==> src/rtl/pong_pkg.sv <==
// Shared definitions for the pong design.
// Contents:
//   debounce_state_t        - per-button debounce FSM states
//   DEFAULT_DEBOUNCE_CYCLES - default qualification time (10 ms at CLK_HZ)
//   CLK_HZ                  - system pixel clock frequency
package pong_pkg;

  typedef enum logic [1:0] {
    IDLE         = 2'd0,
    PRESS_WAIT   = 2'd1,
    PRESSED      = 2'd2,
    RELEASE_WAIT = 2'd3
  } debounce_state_t;

  localparam int CLK_HZ                  = 50_000_000;
  localparam int DEFAULT_DEBOUNCE_CYCLES = CLK_HZ / 100;

endpackage

==> src/rtl/btn_debounce.sv <==
// Single-channel button conditioner: two-flop synchronizer followed by a
// four-state debounce FSM with a qualification counter.
// Ports:
//   clk     - system clock
//   rst_n   - asynchronous active-low reset
//   raw     - raw asynchronous button level (active-high)
//   db      - registered debounced level (1 in PRESSED / RELEASE_WAIT)
//   pressed - registered one-cycle pulse when a press is accepted
module btn_debounce
  import pong_pkg::*;
#(
  parameter int DEBOUNCE_CYCLES = DEFAULT_DEBOUNCE_CYCLES,
  parameter int CNT_W           = $clog2(DEBOUNCE_CYCLES)
) (
  input  logic clk,
  input  logic rst_n,
  input  logic raw,
  output logic db,
  output logic pressed
);

  localparam logic [CNT_W-1:0] CNT_LAST = CNT_W'(DEBOUNCE_CYCLES - 1);

  logic            s1;
  logic            s2;
  debounce_state_t state;
  logic [CNT_W-1:0] cnt;

  // Two-flop synchronizer; the FSM only ever looks at s2.
  always_ff @(posedge clk or negedge rst_n) begin
    if (!rst_n) begin
      s1 <= 1'b0;
      s2 <= 1'b0;
    end else begin
      s1 <= raw;
      s2 <= s1;
    end
  end

  // Debounce FSM. The wait states leave at CNT_LAST, so cnt never wraps.
  always_ff @(posedge clk or negedge rst_n) begin
    if (!rst_n) begin
      state   <= IDLE;
      cnt     <= '0;
      db      <= 1'b0;
      pressed <= 1'b0;
    end else begin
      pressed <= 1'b0;
      case (state)
        IDLE: begin
          if (s2) begin
            state <= PRESS_WAIT;
            cnt   <= '0;
          end
        end
        PRESS_WAIT: begin
          if (!s2) begin
            state <= IDLE;
          end else if (cnt == CNT_LAST) begin
            state   <= PRESSED;
            db      <= 1'b1;
            pressed <= 1'b1;
          end else begin
            cnt <= cnt + 1'b1;
          end
        end
        PRESSED: begin
          if (!s2) begin
            state <= RELEASE_WAIT;
            cnt   <= '0;
          end
        end
        RELEASE_WAIT: begin
          // A bounce back high returns to PRESSED without a new pulse.
          if (s2) begin
            state <= PRESSED;
          end else if (cnt == CNT_LAST) begin
            state <= IDLE;
            db    <= 1'b0;
          end else begin
            cnt <= cnt + 1'b1;
          end
        end
        default: begin
          state <= IDLE;
          cnt   <= '0;
          db    <= 1'b0;
        end
      endcase
    end
  end

endmodule

==> src/rtl/paddle_input_cond.sv <==
// Paddle button conditioner: debounces the up/down push-buttons of one
// player and resolves the both-held case before the levels reach the paddle.
// Ports:
//   clk          - system pixel clock
//   rst_n        - asynchronous active-low reset
//   btn_up_raw   - raw up button (active-high, asynchronous)
//   btn_down_raw - raw down button (active-high, asynchronous)
//   up, down     - conditioned, mutually exclusive levels to the paddle
//   up_pressed   - one-cycle pulse on an accepted up press (never masked)
//   down_pressed - one-cycle pulse on an accepted down press (never masked)
// Build option:
//   PADDLE_LAST_WINS_EN - when defined, the most recently accepted button
//   wins while both are held (up wins a same-edge tie); otherwise both
//   held drives both outputs low.
module paddle_input_cond
  import pong_pkg::*;
#(
  parameter int DEBOUNCE_CYCLES = DEFAULT_DEBOUNCE_CYCLES,
  parameter int CNT_W           = $clog2(DEBOUNCE_CYCLES)
) (
  input  logic clk,
  input  logic rst_n,
  input  logic btn_up_raw,
  input  logic btn_down_raw,
  output logic up,
  output logic down,
  output logic up_pressed,
  output logic down_pressed
);

  logic db_up;
  logic db_down;

  btn_debounce #(
    .DEBOUNCE_CYCLES(DEBOUNCE_CYCLES),
    .CNT_W          (CNT_W)
  ) u_up (
    .clk    (clk),
    .rst_n  (rst_n),
    .raw    (btn_up_raw),
    .db     (db_up),
    .pressed(up_pressed)
  );

  btn_debounce #(
    .DEBOUNCE_CYCLES(DEBOUNCE_CYCLES),
    .CNT_W          (CNT_W)
  ) u_down (
    .clk    (clk),
    .rst_n  (rst_n),
    .raw    (btn_down_raw),
    .db     (db_down),
    .pressed(down_pressed)
  );

`ifdef PADDLE_LAST_WINS_EN
  // last: 1 = up most recently accepted, 0 = down.
  logic last;
  logic last_now;

  // The press pulses rise on the same edge as db, so folding them in here
  // lets the winner take effect on the very edge its db rises.
  always_comb begin
    last_now = last;
    if (up_pressed) begin
      last_now = 1'b1;
    end else if (down_pressed) begin
      last_now = 1'b0;
    end
  end

  always_ff @(posedge clk or negedge rst_n) begin
    if (!rst_n) begin
      last <= 1'b0;
    end else begin
      last <= last_now;
    end
  end

  assign up   = db_up   & (~db_down | last_now);
  assign down = db_down & (~db_up   | ~last_now);
`else
  assign up   = db_up   & ~db_down;
  assign down = db_down & ~db_up;
`endif

endmodule

==> config.mk <==
export PLATFORM = sky130hd
export DESIGN_NAME = paddle_input_cond
export DESIGN_NICKNAME = d
export VERILOG_FILES = /design/src/rtl/pong_pkg.sv /design/src/rtl/btn_debounce.sv /design/src/rtl/paddle_input_cond.sv
export SDC_FILE = /design/constraint.sdc
export NUM_CORES = 1
export LEC_CHECK = 0
export ABC_AREA = 1
export BUFFER_PORTS_ARGS = -buffer_cell sky130_fd_sc_hd__buf_2
export CAP_MARGIN = 20
export CORE_ASPECT_RATIO = 1.4
export CORE_MARGIN = 2
export CORE_UTILIZATION = 55
export DETAILED_ROUTE_END_ITERATION = 8
export GPL_ROUTABILITY_DRIVEN = 0
export PLACE_DENSITY_LB_ADDON = 0.2
export SYNTH_ARGS = -nofsm -noshare
export SYNTH_HDL_FRONTEND = slang
export SYNTH_SLANG_ARGS = --single-unit
==> constraint.sdc <==
create_clock -name clk -period 1.52 [get_ports clk]
set_input_delay 0.304 -clock clk [delete_from_list [all_inputs] [get_ports clk]]
set_output_delay 0.304 -clock clk [all_outputs]
set_load 0.05 [all_outputs]
==> run metrics <==
Pleak 1.52 nW; # diodes 0; min cycle time layout 1.52 ns; total wire length 6.86 mm; clk_skew 0.0157 ns; Vias/cell 5.27; syn_area_per_cell 7.19 um2; startpoint of the worst register-to-register path u_up.cnt[0]; Die Ht 90.1 um; FP Rows 31; starting density of the core 0.565; DRT iter0 DRCs 161; antenna violations before repair 0; RSZ-0062 raised after global routing true; crit path launch u_up.cnt[0]; CP arrival 1.70 ns; max cap viols 0; Slew @ Worst Pin 0.331 ns; Pre-antenna DRT Iters 4; Final Max Slew Viols 0; Clock Root Buffer clkbuf_8; share of layout cells above drive strength 1 0.220; final setup fails 0; final total power 2.48 mW; CTS tree built; crit end category flop; first-pass GRT wire length 11.4 mm; critical path class flop to flop; Final Hold Viols 0; die width 65.5 um; Hold Path Origin btn_up_raw; fmax 658 MHz; wire per inst 13.3 um; Final HPWL DP 4.83 mm; Final nets 455; worst hold slack 0.103 ns; relative slew slack 0.777; VDD IR-drop max 0.552 mV; Total Routing Usage GR 0.245; final period utilization 0.999; status finished, final reports clean; vias in the first global route 2,672; worst hold path type input pin to flop; number of placed cells counting well taps 501; Yosys cell types 30; DR DRC count 0; YS warnings 0; CP startpoint kind flop; sequential fraction of the synthesis area 0.430; P&R area growth vs syn 20.9%; Via Count 2,721; setup TNS 0 ns; I/O pins 8; pre-CTS setup slack 0.00183 ns; Mapped Cells 405; maximum number of pins on one net before global-route repair 51; H-Tree Depth 2; register clock-pin slew on the reported worst setup and hold paths 0.10 ns; Power Density 704 nW/um2; Synth Register Bits 50; Std-Cell Core Area 5160 um2; total CTS buffers 5; setup ws final 0.00113 ns; CP required 1.70 ns; total grt overflow 0; total die area 5900 um2; Syn Std Cell Area 2910 um2; Worst-Skew Late Latency 0.31 ns; syn_nets 411; FILL cells 457; CP Max Fanout 5; final cell count without fillers 516; Max Buffers Root-to-Sink 2; port buffer count 7; Post-DRT Antenna Nets 0; CTS sink cnt 50
[flip-flops by register name, summed over array words and instances (netlist names), named ones only]
| signal | count |
|---|---|
| u_down.cnt | 19 |
| u_down.pressed | 1 |
| u_down.s1 | 1 |
| u_up.s2 | 1 |
| u_up.cnt | 19 |
| u_up.pressed | 1 |
| u_down.db | 1 |
| u_up.db | 1 |
| u_down.state | 1 |
| u_down.s2 | 1 |
| u_up.s1 | 1 |
| u_up.state | 1 |
[metal layers]
| layer | GRT usage | vias up | wire (um) |
|---|---|---|---|
| li1 | - | 1380 | - |
| met1 | 0.273 | 1273 | 2650 |
| met2 | 0.457 | 47 | 3810 |
| met3 | 0.0325 | 21 | 171 |
| met4 | 0.0903 | 0 | 226 |
| met5 | 0 | - | 0 |
[layout make-up]
cell class	count	area (um2)	area share
Multi-Input combinational cell	310	1550	0.441
Sequential cell	50	1260	0.358
Timing Repair Buffer	43	348	0.0988
Inverter	37	154	0.0437
Clock buffer	7	96.3	0.0274
Tap cell	66	82.6	0.0235
Timing Repair inverter	2	20.0	0.00569
Clock inverter	1	8.76	0.00249
[cells in the mapped netlist]
cell type / number / area share
buf_6: 2 / 0.0077
nor3_2: 1 / 0.0034
or2_1: 1 / 0.0021
clkbuf_1: 2 / 0.0026
ha_1: 2 / 0.0086
nor2_4: 4 / 0.015
a21oi_1: 3 / 0.0052
o211ai_1: 2 / 0.0052
nor2_2: 4 / 0.0086
inv_1: 34 / 0.044
nand3_1: 26 / 0.045
buf_2: 2 / 0.0034
inv_2: 2 / 0.0026
o21ai_0: 30 / 0.052
nand2_2: 2 / 0.0043
o21ai_1: 2 / 0.0034
and2_1: 1 / 0.0021
nand4_1: 10 / 0.021
o21bai_1: 2 / 0.0052
nor3_1: 8 / 0.014
xnor2_1: 4 / 0.012
or2_2: 2 / 0.0043
nand3_2: 3 / 0.010
nand2_1: 140 / 0.18
o21ai_2: 2 / 0.0060
inv_6: 1 / 0.0030
dfrtp_1: 50 / 0.43
xor2_1: 9 / 0.027
buf_4: 2 / 0.0052
nor2_1: 52 / 0.067
[placed cells by master, fill, tap and decap left out, types with 7 or more instances in the layout]
cell type,count
dfrtp_2,7
buf_4,30
nand3_1,25
clkbuf_8,7
nand2_2,8
nor2_4,8
nor2_1,45
nor3_1,8
o21ai_0,16
dfrtp_1,43
buf_2,7
nand2_1,133
xor2_1,9
inv_1,33
o21ai_1,15
nand4_1,10
nor2_2,7
[where the power goes]
| part | switching, mW | leakage (nW) | internal, mW |
|---|---|---|---|
| clock network | 0.450 | 0.0544 | 0.418 |
| registers | 0.0232 | 0.669 | 1.36 |
| logic | 0.140 | 0.794 | 0.0893 |
| total | 0.613 | 1.52 | 1.86 |
[what timing repair did]
item                                   CTS  global route
buffers inserted                         1             3
pin swaps                                0            11
resized for setup                        2            50
endpoints found under the hold margin   50             0
setup endpoints to repair                1            40
gates cloned                             0             2
hold buffers                             1             0
[logic make-up (layout without fill, tap and decap cells)]
kind of cell,Yosys count,after routing,synth area share
compound gates,41,41,0.0765
xor+xnor,13,13,0.0391
fa+ha+maj,2,2,0.00859
buf+inv,45,90,0.0683
flops,50,50,0.430
simple gates,254,254,0.378
[critical path, stage by stage, from the launching register on]
cell,delay [ns]
dfrtp_1,0.40
ha_2,0.19
nand3_2,0.09
inv_2,0.05
nand3_2,0.09
nor2_4,0.05
nor2_4,0.15
buf_8,0.17
clkinv_8,0.07
nand2_2,0.05
o21ai_1,0.06
[path summary, 6_finish.rpt]
kind | end | slack, ns | depth (start not counted)
setup reg to reg | u_up.cnt[2] | 0.001 | 10
hold / removal | u_up.s1 | 0.10 | 1
min in group asynchronous | u_up.cnt[10] | 0.51 | 3
setup / recovery | u_up.cnt[2] | 0.001 | 10
max in group asynchronous | u_down.cnt[13] | 0.74 | 3
hold reg to reg | u_down.s2 | 0.35 | 0
[metrics by stage]
step / area, um2 / util
6_report: 3520 / 0.683
3_3_place_gp: 3250 / 0.630
4_1_cts: 3370 / 0.654
3_5_place_dp: 3250 / 0.630
5_1_grt: 3520 / 0.683
2_1_floorplan: 2930 / -
No activity file was read; power rests on OpenSTA's default activity.
